--- src/rtl/alu_ctrl_pkg.sv ---
// alu_ctrl_pkg: shared constants and types for the registered ALU control block.
// Optional mult/div sequencing is enabled by defining ALU_CTRL_MULDIV_EN.
package alu_ctrl_pkg;

    // ALUOp encodings produced by the main control unit
    localparam logic [1:0] ALUOP_MEM   = 2'b00;
    localparam logic [1:0] ALUOP_BEQ   = 2'b01;
    localparam logic [1:0] ALUOP_RTYPE = 2'b10;
    localparam logic [1:0] ALUOP_ITYPE = 2'b11;

    // R-type funct field values
    localparam logic [5:0] FN_SLL  = 6'b000000;
    localparam logic [5:0] FN_SRL  = 6'b000010;
    localparam logic [5:0] FN_SRA  = 6'b000011;
    localparam logic [5:0] FN_MULT = 6'b011000;
    localparam logic [5:0] FN_DIV  = 6'b011010;
    localparam logic [5:0] FN_ADD  = 6'b100000;
    localparam logic [5:0] FN_ADDU = 6'b100001;
    localparam logic [5:0] FN_SUB  = 6'b100010;
    localparam logic [5:0] FN_SUBU = 6'b100011;
    localparam logic [5:0] FN_AND  = 6'b100100;
    localparam logic [5:0] FN_OR   = 6'b100101;
    localparam logic [5:0] FN_XOR  = 6'b100110;
    localparam logic [5:0] FN_NOR  = 6'b100111;
    localparam logic [5:0] FN_SLT  = 6'b101010;
    localparam logic [5:0] FN_SLTU = 6'b101011;

    // I-type opcode values
    localparam logic [5:0] OPC_ADDI  = 6'b001000;
    localparam logic [5:0] OPC_SLTI  = 6'b001010;
    localparam logic [5:0] OPC_SLTIU = 6'b001011;
    localparam logic [5:0] OPC_ANDI  = 6'b001100;
    localparam logic [5:0] OPC_ORI   = 6'b001101;
    localparam logic [5:0] OPC_XORI  = 6'b001110;
    localparam logic [5:0] OPC_LUI   = 6'b001111;

    // Native operation codes; wider OP_W builds zero-extend these
    localparam int OP_CODE_W = 4;
    localparam logic [OP_CODE_W-1:0] OP_AND  = 4'b0000;
    localparam logic [OP_CODE_W-1:0] OP_OR   = 4'b0001;
    localparam logic [OP_CODE_W-1:0] OP_ADD  = 4'b0010;
    localparam logic [OP_CODE_W-1:0] OP_XOR  = 4'b0011;
    localparam logic [OP_CODE_W-1:0] OP_SLL  = 4'b0100;
    localparam logic [OP_CODE_W-1:0] OP_SRL  = 4'b0101;
    localparam logic [OP_CODE_W-1:0] OP_SUB  = 4'b0110;
    localparam logic [OP_CODE_W-1:0] OP_SLT  = 4'b0111;
    localparam logic [OP_CODE_W-1:0] OP_SRA  = 4'b1000;
    localparam logic [OP_CODE_W-1:0] OP_SLTU = 4'b1001;
    localparam logic [OP_CODE_W-1:0] OP_LUI  = 4'b1010;
    localparam logic [OP_CODE_W-1:0] OP_NOR  = 4'b1100;
    localparam logic [OP_CODE_W-1:0] OP_MULT = 4'b1101;
    localparam logic [OP_CODE_W-1:0] OP_DIV  = 4'b1110;

    // Mult/div sequencer state
    typedef enum logic {
        IDLE    = 1'b0,
        MD_BUSY = 1'b1
    } md_state_t;

endpackage

--- src/rtl/alu_ctrl_pipe_if.sv ---
// alu_ctrl_pipe_if: decode-side input, EX-side output and status of the ALU control register.
// Status signals busy/md_done are only active when ALU_CTRL_MULDIV_EN is defined.
//
// Handshake: a transfer happens on a rising clk edge where valid and ready are both high.
// valid must not depend on ready; once raised, valid and its payload stay stable until the
// transfer. ready may be raised or dropped freely. flush overrides any transfer into the block.
interface alu_ctrl_pipe_if #(
    parameter int OP_W = 4
);
    logic            in_valid;
    logic            in_ready;
    logic [1:0]      alu_op;
    logic [5:0]      funct;
    logic [5:0]      opcode;
    logic            flush;
    logic            out_valid;
    logic            out_ready;
    logic [OP_W-1:0] operation;
    logic            illegal;
    logic            busy;
    logic            md_done;

    // Upstream decode plus EX stage view (drives requests, consumes results)
    modport master (
        output in_valid, alu_op, funct, opcode, flush, out_ready,
        input  in_ready, out_valid, operation, illegal, busy, md_done
    );

    // ALU control block view
    modport slave (
        input  in_valid, alu_op, funct, opcode, flush, out_ready,
        output in_ready, out_valid, operation, illegal, busy, md_done
    );
endinterface

--- src/rtl/alu_ctrl_decode.sv ---
// alu_ctrl_decode: purely combinational ALUOp/funct/opcode to operation decode.
// mult/div recognition (is_mult/is_div ports) exists only when ALU_CTRL_MULDIV_EN is defined;
// otherwise those funct codes fall through to illegal.
module alu_ctrl_decode
    import alu_ctrl_pkg::*;
#(
    parameter int OP_W = 4
) (
    input  logic [1:0]      alu_op,
    input  logic [5:0]      funct,
    input  logic [5:0]      opcode,
    output logic [OP_W-1:0] operation,
    output logic            illegal
`ifdef ALU_CTRL_MULDIV_EN
    ,
    output logic            is_mult,
    output logic            is_div
`endif
);

    logic [OP_CODE_W-1:0] code;

    // Map the instruction fields to an operation; unknown codes give AND with illegal set
    always_comb begin
        code    = OP_AND;
        illegal = 1'b0;
`ifdef ALU_CTRL_MULDIV_EN
        is_mult = 1'b0;
        is_div  = 1'b0;
`endif
        case (alu_op)
            ALUOP_MEM: code = OP_ADD;
            ALUOP_BEQ: code = OP_SUB;
            ALUOP_RTYPE: begin
                case (funct)
                    FN_ADD, FN_ADDU: code = OP_ADD;
                    FN_SUB, FN_SUBU: code = OP_SUB;
                    FN_AND:          code = OP_AND;
                    FN_OR:           code = OP_OR;
                    FN_XOR:          code = OP_XOR;
                    FN_NOR:          code = OP_NOR;
                    FN_SLT:          code = OP_SLT;
                    FN_SLTU:         code = OP_SLTU;
                    FN_SLL:          code = OP_SLL;
                    FN_SRL:          code = OP_SRL;
                    FN_SRA:          code = OP_SRA;
`ifdef ALU_CTRL_MULDIV_EN
                    FN_MULT: begin
                        code    = OP_MULT;
                        is_mult = 1'b1;
                    end
                    FN_DIV: begin
                        code   = OP_DIV;
                        is_div = 1'b1;
                    end
`endif
                    default:         illegal = 1'b1;
                endcase
            end
            ALUOP_ITYPE: begin
                case (opcode)
                    OPC_ADDI:  code = OP_ADD;
                    OPC_ANDI:  code = OP_AND;
                    OPC_ORI:   code = OP_OR;
                    OPC_XORI:  code = OP_XOR;
                    OPC_SLTI:  code = OP_SLT;
                    OPC_SLTIU: code = OP_SLTU;
                    OPC_LUI:   code = OP_LUI;
                    default:   illegal = 1'b1;
                endcase
            end
            default: illegal = 1'b1;
        endcase
    end

    assign operation = OP_W'(code);

endmodule

--- src/rtl/alu_ctrl_pipe.sv ---
// alu_ctrl_pipe: registered ALU control at the ID/EX boundary. One-entry valid/ready output
// register with flush; when ALU_CTRL_MULDIV_EN is defined, an accepted mult/div holds off new
// input for MULT_LAT/DIV_LAT cycles while busy is high, pulsing md_done on the last one.
module alu_ctrl_pipe
    import alu_ctrl_pkg::*;
#(
    parameter int OP_W     = 4,
    parameter int MULT_LAT = 4,
    parameter int DIV_LAT  = 16,
    parameter int CNT_W    = 5
) (
    input  logic                 clk,
    input  logic                 rst,
    alu_ctrl_pipe_if.slave       bus,
    output md_state_t            dbg_state
);

    localparam int MD_MAX_LAT = (MULT_LAT > DIV_LAT) ? MULT_LAT : DIV_LAT;

    // Reject configurations the counter or the opcode field cannot represent
    if (OP_W < OP_CODE_W || MULT_LAT < 1 || DIV_LAT < 1 || (1 << CNT_W) <= MD_MAX_LAT) begin : g_bad_cfg
        $error("alu_ctrl_pipe: invalid OP_W/MULT_LAT/DIV_LAT/CNT_W combination");
    end

    logic [OP_W-1:0] dec_operation;
    logic            dec_illegal;
    logic            accept;

    logic            out_valid_q;
    logic [OP_W-1:0] operation_q;
    logic            illegal_q;

`ifdef ALU_CTRL_MULDIV_EN
    logic            dec_is_mult;
    logic            dec_is_div;
    md_state_t       state;
    logic [CNT_W-1:0] cnt;
    logic            busy_q;
    logic            md_done_q;
`endif

    alu_ctrl_decode #(
        .OP_W(OP_W)
    ) u_decode (
        .alu_op    (bus.alu_op),
        .funct     (bus.funct),
        .opcode    (bus.opcode),
        .operation (dec_operation),
        .illegal   (dec_illegal)
`ifdef ALU_CTRL_MULDIV_EN
        ,
        .is_mult   (dec_is_mult),
        .is_div    (dec_is_div)
`endif
    );

`ifdef ALU_CTRL_MULDIV_EN
    assign bus.in_ready = (state == IDLE) && (!out_valid_q || bus.out_ready);
`else
    assign bus.in_ready = !out_valid_q || bus.out_ready;
`endif

    assign accept = bus.in_valid && bus.in_ready;

    // Output register: flush squashes, accept loads, consumption without refill empties, else hold
    always_ff @(posedge clk) begin
        if (rst) begin
            out_valid_q <= 1'b0;
            operation_q <= '0;
            illegal_q   <= 1'b0;
        end else if (bus.flush) begin
            out_valid_q <= 1'b0;
            illegal_q   <= 1'b0;
        end else if (accept) begin
            out_valid_q <= 1'b1;
            operation_q <= dec_operation;
            illegal_q   <= dec_illegal;
        end else if (bus.out_ready) begin
            out_valid_q <= 1'b0;
        end
    end

`ifdef ALU_CTRL_MULDIV_EN
    // Mult/div sequencer: busy/md_done are registered so busy covers exactly LAT cycles
    // starting after the accept, and md_done marks the cycle where the counter reads 1
    always_ff @(posedge clk) begin
        if (rst || bus.flush) begin
            state     <= IDLE;
            cnt       <= '0;
            busy_q    <= 1'b0;
            md_done_q <= 1'b0;
        end else begin
            case (state)
                IDLE: begin
                    if (accept && (dec_is_mult || dec_is_div)) begin
                        state     <= MD_BUSY;
                        busy_q    <= 1'b1;
                        cnt       <= dec_is_mult ? CNT_W'(MULT_LAT) : CNT_W'(DIV_LAT);
                        md_done_q <= dec_is_mult ? (MULT_LAT == 1) : (DIV_LAT == 1);
                    end
                end
                MD_BUSY: begin
                    if (cnt == CNT_W'(1)) begin
                        state     <= IDLE;
                        cnt       <= '0;
                        busy_q    <= 1'b0;
                        md_done_q <= 1'b0;
                    end else begin
                        cnt       <= cnt - CNT_W'(1);
                        md_done_q <= (cnt == CNT_W'(2));
                    end
                end
                default: begin
                    state     <= IDLE;
                    cnt       <= '0;
                    busy_q    <= 1'b0;
                    md_done_q <= 1'b0;
                end
            endcase
        end
    end

    assign bus.busy    = busy_q;
    assign bus.md_done = md_done_q;
    assign dbg_state   = state;
`else
    assign bus.busy    = 1'b0;
    assign bus.md_done = 1'b0;
    assign dbg_state   = IDLE;
`endif

    assign bus.out_valid = out_valid_q;
    assign bus.operation = operation_q;
    assign bus.illegal   = illegal_q;

endmodule

--- src/flat_wrapper.sv ---
// flat-port wrapper written by rule: the top's interface ports become plain ports
module alu_ctrl_pipe_flat import alu_ctrl_pkg::*;
#(
    parameter int OP_W     = 4,
    parameter int MULT_LAT = 4,
    parameter int DIV_LAT  = 16,
    parameter int CNT_W    = 5
)
  (clk, rst, dbg_state, bus_in_valid, bus_alu_op, bus_funct, bus_opcode, bus_flush, bus_out_ready, bus_in_ready, bus_out_valid, bus_operation, bus_illegal, bus_busy, bus_md_done);
  alu_ctrl_pipe_if #(.OP_W(OP_W)) bus_i ();
  input  logic clk;
  input  logic rst;
  output md_state_t dbg_state;
  input wire logic [$bits(bus_i.in_valid)-1:0] bus_in_valid;
  input wire logic [$bits(bus_i.alu_op)-1:0] bus_alu_op;
  input wire logic [$bits(bus_i.funct)-1:0] bus_funct;
  input wire logic [$bits(bus_i.opcode)-1:0] bus_opcode;
  input wire logic [$bits(bus_i.flush)-1:0] bus_flush;
  input wire logic [$bits(bus_i.out_ready)-1:0] bus_out_ready;
  output wire logic [$bits(bus_i.in_ready)-1:0] bus_in_ready;
  output wire logic [$bits(bus_i.out_valid)-1:0] bus_out_valid;
  output wire logic [$bits(bus_i.operation)-1:0] bus_operation;
  output wire logic [$bits(bus_i.illegal)-1:0] bus_illegal;
  output wire logic [$bits(bus_i.busy)-1:0] bus_busy;
  output wire logic [$bits(bus_i.md_done)-1:0] bus_md_done;
  assign bus_i.in_valid = bus_in_valid;
  assign bus_i.alu_op = bus_alu_op;
  assign bus_i.funct = bus_funct;
  assign bus_i.opcode = bus_opcode;
  assign bus_i.flush = bus_flush;
  assign bus_i.out_ready = bus_out_ready;
  assign bus_in_ready = bus_i.in_ready;
  assign bus_out_valid = bus_i.out_valid;
  assign bus_operation = bus_i.operation;
  assign bus_illegal = bus_i.illegal;
  assign bus_busy = bus_i.busy;
  assign bus_md_done = bus_i.md_done;
  alu_ctrl_pipe #(.OP_W(OP_W), .MULT_LAT(MULT_LAT), .DIV_LAT(DIV_LAT), .CNT_W(CNT_W)) u_core (.clk(clk), .rst(rst), .bus(bus_i), .dbg_state(dbg_state));
endmodule
--- config.mk ---
export PLATFORM = sky130hd
export DESIGN_NAME = alu_ctrl_pipe_flat
export DESIGN_NICKNAME = d
export VERILOG_FILES = /design/src/rtl/alu_ctrl_pkg.sv /design/src/rtl/alu_ctrl_pipe_if.sv /design/src/rtl/alu_ctrl_decode.sv /design/src/rtl/alu_ctrl_pipe.sv /design/src/flat_wrapper.sv
export SDC_FILE = /design/constraint.sdc
export NUM_CORES = 1
export LEC_CHECK = 0
export ABC_AREA = 1
export CAP_MARGIN = 20
export CELL_PAD_IN_SITES_DETAIL_PLACEMENT = 1
export CELL_PAD_IN_SITES_GLOBAL_PLACEMENT = 2
export CORE_MARGIN = 2
export CORE_UTILIZATION = 19
export DETAILED_ROUTE_END_ITERATION = 12
export GPL_TIMING_DRIVEN = 0
export PLACE_DENSITY_LB_ADDON = 0.1
export SKIP_CTS_REPAIR_TIMING = 1
export SYNTH_ARGS = -nofsm -noshare
export SYNTH_HDL_FRONTEND = slang
export SYNTH_SLANG_ARGS = --single-unit
--- constraint.sdc ---
create_clock -name clk -period 1.8 [get_ports clk]
set_clock_uncertainty 0.2 [all_clocks]
set_input_delay 0.36 -clock clk [delete_from_list [all_inputs] [get_ports clk]]
set_output_delay 0.36 -clock clk [all_outputs]
set_load 0.005 [all_outputs]
After elaboration in Yosys (flattened, before gate mapping)
Cells that the tools add are included.

Output and inout port bits: 10. Input bits: 19. Register bits after elaboration: 6. Logic and storage cells: 46.

Eq/ne operators: 22. Reductions and logical operators: 12. Muxes and demuxes: 8. Bitwise logic cells: 1.

Operator list (count): 6-bit equality test (second input constant) (10); 6-bit by 4-bit equality test with 1-bit output (second input constant) (7); 4-bit case mux with 10 select lines (1); 4-bit case mux with 6 select lines (1); 4-bit case mux with 4 select lines (1); 13-bit OR reduction (1); 6-bit by 2-bit equality test with 1-bit output (second input constant) (2); 7-bit OR reduction (1); 6-bit zero test (1); 2-bit OR reduction (3); 2-bit equality test (second input constant) (2); 1-bit 2-to-1 mux (4); 2-bit by 1-bit equality test with 1-bit output (second input constant) (1); 2-bit zero test (1); 1-bit case mux with 2 select lines (1); 2-bit AND reduction (1); 2-bit nonzero test (1); 1-bit logical AND (1); 1-bit zero test (1); 1-bit logical OR (1); 1-bit NOT (1).

Depth between registers and ports, before layout
Gate-level depths: netlist of run 1.

Depth in word-level cells: 4. Gate-level depth with buffers: 10. Depth with buffers taken out: 10.

Hierarchy
From an unflattened synthesis of run 1, not the netlist that was laid out.

Cell total of the unflattened synthesis: 129. Area total of the unflattened synthesis: 679.4 um^2.

By module, submodules not included: alu_ctrl_decode (area an instance 356.6 um^2, instances 1, cells each 80, sequential area each 0.0 um^2); alu_ctrl_pipe (area an instance 322.8 um^2, instances 1, cells each 49, sequential area each 120.1 um^2).

Worst setup path after synthesis of run 1
No wires, ideal clock.

Kind: input-to-reg. From: input port bus_out_ready. To: register u_core.operation_q[3], in the netlist u_core.bus.operation[3]. Arrival time: 0.948 ns. Setup slack: 0.534 ns. Path buffers: 0. Stages: 7. Setup time: 0.117 ns. Data required time: 1.483 ns. Path through: inv_1 nand2_1 nand2_2 nor2_4 o21ai_1 a31oi_1 nor2_1.

Cells in the longest elaborated chain, start to end: 3.

RTL lines: start, declared (line flat_wrapper.sv:19) `input wire logic [$bits(bus_i.out_ready)-1:0] bus_out_ready;`; 1-bit logical OR (line alu_ctrl_pipe.sv:60) `assign bus.in_ready = !out_valid_q || bus.out_ready;`; via bus_in_ready (line flat_wrapper.sv:20) `output wire logic [$bits(bus_i.in_ready)-1:0] bus_in_ready;`; 1-bit logical AND (line alu_ctrl_pipe.sv:63) `assign accept = bus.in_valid && bus.in_ready;`; 2-bit AND reduction (no line); end signal, assigned (line alu_ctrl_pipe.sv:76) `operation_q <= dec_operation;`; end, declared (line alu_ctrl_pipe.sv:30) `logic [OP_W-1:0] operation_q;`.

The timed path passes the listed nets, and every way through them passes these cells. A chain may end at the register's enable or synchronous reset.

Worst setup path after layout of run 1
From: input port bus_alu_op[1]. To: register u_core.operation_q[1], in the netlist u_core.bus.operation[1].

Cells in the longest elaborated chain, start to end: 2. Elaborated cells on any way between the ends: 5. Those cells by class: 3 x eq/ne; 1 x mux; 1 x reduce/logical.

RTL lines: start, declared (line flat_wrapper.sv:15) `input wire logic [$bits(bus_i.alu_op)-1:0] bus_alu_op;`; 2-bit equality test (tied with other cells) (line alu_ctrl_decode.sv:31) `case (alu_op)`; 4-bit case mux with 4 select lines (*) (line alu_ctrl_decode.sv:31).

Every way passes the cells marked *; elsewhere a longest branch is shown, timed or not.

==> metrics.txt, run 1 <==
status complete, no violations; CP Capture Point u_core.bus.operation[1]; ANT cells 0; DR vias approximately 760; minimum clock period between 1.5 and 2 ns; vias per std cell between 4 and 5; reg2reg start u_core.bus.out_valid; Critical-path top delay cell clkdlybuf4s50_1; Cell Count, Final, Fillers Out about 190; VDD IR-drop max 111 uV; Most used DFF post-synth dfxtp_1; Netlist cell types 22; DR DRC count 0; total power about 410 uW; CP Cell Sequence clkdlybuf4s50_1 -> inv_1 -> or2_0 -> a21oi_1 -> nand3_1 -> nand3_1 -> a21oi_1; CP Launch Type input port; Synth Instances ~110; PwrDens about 430 nW/um^2; top cells by count, synth nand2_1 (31), inv_1 (18), nor2_1 (15); Hold WC Path Type reg2reg; CP required ~1.7 ns; clock share of power 0.297; crit path from bus_alu_op[1]; # setup viols final 0; switch share 0.291; initial antenna violation count 0; H-tree depth 1; Clock Latency Late Sink approximately 0.24 ns; Starting Density 0.201; WL per Instance 9.40 um; Post-DRT Antenna Nets 0; synth-to-layout area growth 55.0%; Pleak around 0.00046 uW; fin util 0.312; Die X 60.9 um; Max stage delay on crit path 0.52 ns; Comb power frac 0.353; synth top area cells dfxtp_1 (20%), nand2_1 (19%), inv_1 (11%), nand3_1 (11%), nor2_1 (9.2%); gp weighted congestion 0.755; period utilization 0.938; Synth Area per Inst 5.39 sq um; post-synth top area share 0.196; Pre-Repair DR Iteration Count 2; Yosys reg bits 6; Root Buffer clkbuf_4; Mapped Area a little over 600 sq um; cells on worst reg2reg path 6; routed wire length ~1800 um; Hold Vio Cnt, Final 0; Slew Viols, Final 0; CTS Buf Count 3; Tot GR Track Use 0.105; design internal power slightly below 300 uW; Seq/Total Area, Yosys 0.196; critical path arrival 1.62 ns; count of buffers from port buffering 25; total grt overflow 0; Die H around 60 um; EDFF count, synth 0; count leader, synth nand2_1; # nets final 165; CTS tree built; Clock Pin Slew Worst Setup and Hold Paths around 0.040 ns; Max Clock Freq between 0.5 and 0.6 GHz; Critical Path Fanout Max 3; Worst R2R Setup Slack just over 0.5 ns; dpl cells 185; Synth async-reset ratio 0; largest net degree at the start of global routing 8; layout cells sized above 1 0.104; DRT iter0 DRCs 14; Critical Path Sink Type flop; I/O Pins 29; Sink Count 6; register share of total power 0.351; die footprint approximately 3700 sq um; Worst Min Path Start u_core.bus.operation[1]; first-pass GRT wire length between 2000 and 3000 um; worst setup path class in2reg; R2R Path End u_core.bus.operation[3]; Synth area leader dfxtp_1; hpwl dp between 1500 and 2000 um; Placeable Area just over 3000 sq um; RSZ-0062 raised after global routing no; MaxCap Viol Count 0; Synthesis Warnings 0; CTS Buffer Depth 2; vias in the first global route 730; row count 20; Switch Pwr ~120 uW
registers in the layout (all words and copies together) (netlist names):
register / cells
u_core.bus.operation: 4
u_core.bus.out_valid: 1
u_core.bus.illegal: 1
worst min-delay path by stage:
stage                                    to  slack [ns]  depth (start not counted)
detailed placement  u_core.bus.operation[1]        0.27                          2
CTS                 u_core.bus.operation[1]        0.27                          2
global route        u_core.bus.operation[1]        0.29                          2
finish              u_core.bus.operation[1]        0.26                          2
global placement    u_core.bus.operation[1]        0.25                          2
floorplan           u_core.bus.operation[1]        0.23                          1
metrics by stage:
stage | hold WS [ns] | setup TNS (ns) | instance area, sq um | setup WS (ns)
4_1_cts | 0.274 | -0.230 | 950 | -0.230
6_report | 0.263 | 0 | 952 | 0.112
5_1_grt | 0.286 | 0 | 952 | 0.00505
3_3_place_gp | 0.253 | -0.534 | 927 | -0.214
2_1_floorplan | 0.229 | 0 | 622 | 0.534
3_5_place_dp | 0.266 | -0.651 | 927 | -0.228
per-layer routing:
metal,vias up,wire [um],track usage
li1,412,-,-
met4,0,0,0.0373
met5,-,0,0
met2,13,829,0.166
met3,0,61,0.0192
met1,336,876,0.142
final cells by class:
cell class	instances	area, sq um
buffer	3	22.5
clock buffer	3	22.5
fill	413	2100
inverter	20	75.1
multi-input combinational	87	404
sequential	6	120
tap	44	55.1
timing repair buffer	25	253
power by group through the flow:
stage	registers [uW]	clock network [uW]	logic (uW)
2_1_floorplan	147	0	66.7
3_3_place_gp	147	0	146
3_5_place_dp	147	0	147
4_1_cts	145	131	148
5_1_grt	145	140	163
6_report	145	122	145
cell families after synthesis:
logic type | count (synthesis) | share of synthesized area
and+or+nand+nor | 69 | 0.501
buffers and inverters | 23 | 0.159
AOI/OAI and AO/OA | 15 | 0.139
DFF | 6 | 0.196
other | 1 | 0.00610
placed cells by master (no fill, tap or decap), types with 2 or more instances in the layout:
master           instances
clkbuf_4                 3
nand4_1                  2
nor2_2                   3
clkdlybuf4s50_1         24
inv_1                   18
nand3_1                 13
conb_1                   3
dfxtp_1                  6
a21oi_1                  6
nor2_1                  15
o21ai_0                  3
buf_4                    3
nand2_1                 31
inv_2                    2
o21ai_1                  2
critical path, delay by kind of cell:
kind                   cells  cell delay [ns]
AND/OR/NAND/NOR            3             0.44
buffers and inverters      2             0.57
AO/OA/AOI/OAI              2             0.26
Note: power is estimated with default switching activity, not from simulation.
==> run 2: changes to the inputs <==
--- a/config.mk
+++ b/config.mk
@@ -9,6 +9,7 @@
 export CAP_MARGIN = 20
 export CELL_PAD_IN_SITES_DETAIL_PLACEMENT = 1
 export CELL_PAD_IN_SITES_GLOBAL_PLACEMENT = 2
+export CORE_ASPECT_RATIO = 1.75
 export CORE_MARGIN = 2
 export CORE_UTILIZATION = 19
 export DETAILED_ROUTE_END_ITERATION = 12
==> run 2 against run 1 <==
  * Worst setup slack got worse by 0.0063 ns
  * Via count rose by 5.0%
  * Register-to-register slack worse by 0.10 ns
  * Power is 21% higher
  * Worst hold slack better by 0.0089 ns
  * Clock power increased by 67%
  * Clock-buffer cell count unchanged
  * First-iteration DRC count fell by 64%
  * Cell area increased by 2.1%
  * Sequential share of layout area down 0.26 points
  * Critical endpoint is now u_core.bus.operation[2]
  * Largest cell class unchanged
==> metrics.txt, run 2 (same netlist as run 1, synthesis figures left out) <==
pre-CTS setup slack -0.230 ns; count of buffers from port buffering 25; gp weighted congestion roughly 0.75; # setup viols final 0; first-pass GRT wire length ~3400 um; Worst R2R Setup Slack roughly 0.41 ns; Cell Count, Final, Fillers Out around 190; initial antenna violation count 0; total grt overflow 0; VDD IR-drop max ~420 uV; Tot GR Track Use 0.125; CP Buf/Inv Count 3; dpl cells between 150 and 200; # nets final around 170; CP Launch Type input port; setup ws final ~0.11 ns; critical path arrival ~1.6 ns; Die H just under 80 um; Pleak 0.000465 uW; Hold Vio Cnt, Final 0; Clock Pin Slew Worst Setup and Hold Paths roughly 0.040 ns; max reg flops 4; Max Clock Freq ~0.59 GHz; commonest non-fill, non-tap cell in the layout nand2_1; status complete, no violations; Max stage delay on crit path approximately 0.46 ns; die footprint between 3000 and 4000 sq um; period utilization 0.941; CP required 1.70 ns; Worst Min Path Start u_core.bus.operation[1]; layout cells sized above 1 0.111; filler instances roughly 420; total power 497 uW; Placeable Area 3110 sq um; Slew Viols, Final 0; CP Cell Sequence clkdlybuf4s50_1 -> inv_1 -> nand2_1 -> nand2_2 -> nor2_4 -> inv_1 -> a21oi_1 -> a21oi_1; DR DRC count 0; synth-to-layout area growth 58.2%; CTS Buf Count 3; reg2reg start u_core.bus.out_valid; Clock Latency Late Sink 0.22 ns; Critical Path Sink Type flop; cells on worst reg2reg path 6; Die X around 47 um; cell family with most CP delay buffers and inverters; vias in the first global route slightly above 800; Sink Count 6; WP depth 8; minimum clock period 1.69 ns; Critical Path Fanout Max 7; largest net degree at the start of global routing 8; row count 27; Starting Density 0.198; RSZ-0062 raised after global routing no; Hold EP u_core.bus.operation[1]; DR vias ~800; Pre-Repair DR Iteration Count 4; Critical-path top delay cell clkdlybuf4s50_1; WL per Instance between 10 and 15 um; Post-DRT Antenna Nets 0; Root Buffer clkbuf_8; CTS Buffer Depth 2; I/O Pins 29; hpwl dp ~1800 um; MaxCap Viol Count 0; ANT cells 0; R2R Path End u_core.bus.operation[2]; H-tree depth 1; vias per std cell between 4 and 5; leading cell types in the layout, fill and taps excluded nand2_1 (30), clkdlybuf4s50_1 (24), inv_1 (18); hold depth 2; PwrDens 511 nW/um^2; worst setup path class in2reg; routed wire length 2030 um; DRT iter0 DRCs 5; CTS tree built; Hold WC Path Type reg2reg
[run 2: cell count changes in the layout (fill, tap and decap cells not counted)]
| cell | delta |
|---|---|
| clkbuf_4 | -3 |
| nand2_1 | -1 |
| clkbuf_8 | +3 |
| nand2_2 | +1 |
[run 2: worst register-to-register path, cell delays in order (launching register included)]
cell and delay, ns:
dfxtp_1 0.31, nand2_1 0.12, nand2_2 0.11, nor2_4 0.17, inv_1 0.09, a21oi_1 0.18
a21oi_1 0.09
[run 2: where the power goes]
| group | internal (uW) | total (uW) | switching [uW] | leakage, uW |
|---|---|---|---|---|
| Clock | 144 | 204 | 60.5 | 0.0000216 |
| Sequential | 141 | 145 | 3.61 | 0.0000493 |
| Combinational | 76.4 | 148 | 71.3 | 0.000394 |
[run 2: worst max-delay path by stage]
stage             startpoint                 endpoint  slack [ns]
2_1_floorplan  bus_out_ready  u_core.bus.operation[3]        0.53
3_3_place_gp   bus_out_ready             bus_in_ready       -0.22
3_5_place_dp   bus_out_ready             bus_in_ready       -0.23
4_1_cts        bus_out_ready             bus_in_ready       -0.25
5_1_grt        bus_out_ready  u_core.bus.operation[2]        0.02
6_report       bus_out_ready  u_core.bus.operation[2]        0.11
[run 2: per-stage QoR]
step	area [sq um]	hold slack [ns]	utilization	setup TNS [ns]
floorplan	622	0.229	-	0
global placement	926	0.273	0.298	-0.759
detailed placement	926	0.278	0.298	-0.817
CTS	967	0.283	0.311	-0.248
global route	972	0.300	0.313	0
finish	972	0.272	0.313	0
[run 2: layer usage]
metal  vias up  global-route usage  routed length, um
met4         0             0.00833                  0
met1       367              0.0962                589
met2        17               0.273               1350
met5         -                   0                  0
li1        415                   -                  -
met3         0              0.0409                 96
[run 2: final cells by class]
class,instances,area (sq um),share of cell area
clock buffer,3,41.3,0.0425
sequential,6,120,0.124
buffer,3,22.5,0.0232
inverter,20,75.1,0.0772
multi-input combinational,87,407,0.418
tap,43,53.8,0.0553
timing repair buffer,25,253,0.260
==> run 3: changes to the inputs <==
--- a/config.mk
+++ b/config.mk
@@ -14,7 +14,7 @@
 export CORE_UTILIZATION = 19
 export DETAILED_ROUTE_END_ITERATION = 12
 export GPL_TIMING_DRIVEN = 0
-export PLACE_DENSITY_LB_ADDON = 0.1
+export PLACE_DENSITY = 0.84
 export SKIP_CTS_REPAIR_TIMING = 1
 export SYNTH_ARGS = -nofsm -noshare
 export SYNTH_HDL_FRONTEND = slang
==> run 3 against run 2 <==
  * Core utilization grew 0.40 points
  * Power is 0.38% higher
  * Die area unchanged
  * Highest routed layer is now met4
==> metrics.txt, run 3 (same netlist as run 1, synthesis figures left out) <==
status complete, no violations; Root Buffer clkbuf_8; total power ~500 uW; H-tree depth 1; Pre-Repair DR Iteration Count 4; reg2reg start u_core.bus.out_valid; CTS tree built; Slew Viols, Final 0; minimum clock period 1.70 ns; Max Clock Freq 0.588 GHz; count of buffers from port buffering 25; design internal power 363 uW; hpwl dp around 1800 um; total grt overflow 0; CP Launch Type input port; Switch Pwr around 140 uW; DRT iter0 DRCs 5; clock share of power 0.406; synth-to-layout area growth 60.3%; vias per std cell 4.35; Critical Path Fanout Max 3; largest net degree at the start of global routing 8; RSZ-0062 raised after global routing yes; period utilization 0.945; max reg flops 4; R2R Path End u_core.bus.operation[3]; Reg area 120 sq um; I/O Pins 29; fin util 0.317; gp weighted congestion between 0.8 and 0.9; register share of total power 0.291; Starting Density 0.198; CTS Buffer Depth 2; CTS Buf Count 3; DR vias about 800; CP required between 1.5 and 2 ns; Clock Pin Slew Worst Setup and Hold Paths around 0.030 ns; MaxCap Viol Count 0; Clock Latency Late Sink 0.22 ns; Placeable Area 3110 sq um; Tot GR Track Use 0.122; die footprint between 3000 and 4000 sq um; footprint of the multi-input gates between 400 and 500 sq um; Die H around 79 um; worst setup path class in2reg; Worst R2R Setup Slack 0.49 ns; Die X about 47 um; routed wire length 2020 um; switch share 0.273; PwrDens ~510 nW/um^2; DR DRC count 0; VDD IR-drop max ~260 uV; vias in the first global route slightly below 900; Hold Vio Cnt, Final 0; Placed Area between 900 and 1000 sq um; Comb power frac 0.303; ANT cells 0; leading cell types in the layout, fill and taps excluded nand2_1 (31), clkdlybuf4s50_1 (24), inv_1 (18); Pleak ~0.00047 uW; initial antenna violation count 0; row count 27; Post-DRT Antenna Nets 0; # nets final roughly 170; commonest non-fill, non-tap cell in the layout nand2_1; layout cells sized above 1 0.125; hold depth 2; Sink Count 6; Worst Min Path Start u_core.bus.operation[1]; Hold EP u_core.bus.operation[1]; Critical Path Sink Type flop; # setup viols final 0; first-pass GRT wire length 3350 um; critical path arrival roughly 1.6 ns; design area between 900 and 1000 sq um; filler instances 428; cells on worst reg2reg path 6; Hold WC Path Type reg2reg; WL per Instance between 10 and 15 um
-- run 3: cell count changes in the layout (fill, tap and decap cells not counted) --
cell / previous run / this run
nand2_1: 30 / 31
nand2_2: 2 / 1
nor2_1: 15 / 13
nor2_2: 3 / 4
nor2_4: 1 / 2
nor3_1: 1 / 0
nor3_2: 0 / 1
-- run 3: metrics by stage --
stage / hold WS (ns) / TNS (ns) / setup slack [ns] / instances
detailed placement: 0.269 / -0.672 / -0.212 / 184
global placement: 0.256 / -0.540 / -0.210 / 184
global route: 0.322 / -0.0229 / -0.0229 / 187
floorplan: 0.229 / 0 / 0.534 / 116
finish: 0.288 / 0 / 0.0984 / 187
CTS: 0.296 / -0.212 / -0.212 / 187
-- run 3: worst max-delay path by stage --
| stage | startpoint | to | slack [ns] | cells past startpoint |
|---|---|---|---|---|
| after global routing | bus_alu_op[1] | u_core.bus.operation[1] | -0.02 | 7 |
| after detailed placement | bus_out_ready | bus_in_ready | -0.21 | 4 |
| after floorplan | bus_out_ready | u_core.bus.operation[3] | 0.53 | 7 |
| final | bus_alu_op[1] | u_core.bus.operation[1] | 0.1 | 7 |
| after CTS | bus_out_ready | bus_in_ready | -0.21 | 4 |
| after global placement | bus_out_ready | bus_in_ready | -0.21 | 4 |
-- run 3: worst max-delay path, stage by stage --
cell and delay [ns]:
clkdlybuf4s50_1 0.50, inv_1 0.05, or2_0 0.23, a21oi_1 0.20
nand3_1 0.10, nand3_1 0.10, a21oi_1 0.07
-- run 3: per-layer routing --
layer  global-route usage  routed length, um  up-vias
li1                     -                  -      412
met1                0.102                676      364
met2                0.240               1150       32
met3               0.0250                139        6
met4               0.0583                 56        0
met5                    0                  0        -
-- run 3: power groups by stage --
stage	combinational, uW	sequential, uW	clock (uW)
detailed placement	149	147	0
global route	170	146	220
finish	151	145	203
CTS	150	145	208
global placement	145	147	0
floorplan	66.7	147	0
-- run 3: cell type report --
type                    count  area share
plain buffers               3      0.0229
clock buffers               3      0.0419
inverters                  20      0.0762
multi-input cells          87       0.426
flip-flops and latches      6       0.122
well taps                  43      0.0546
repair buffers             25       0.257
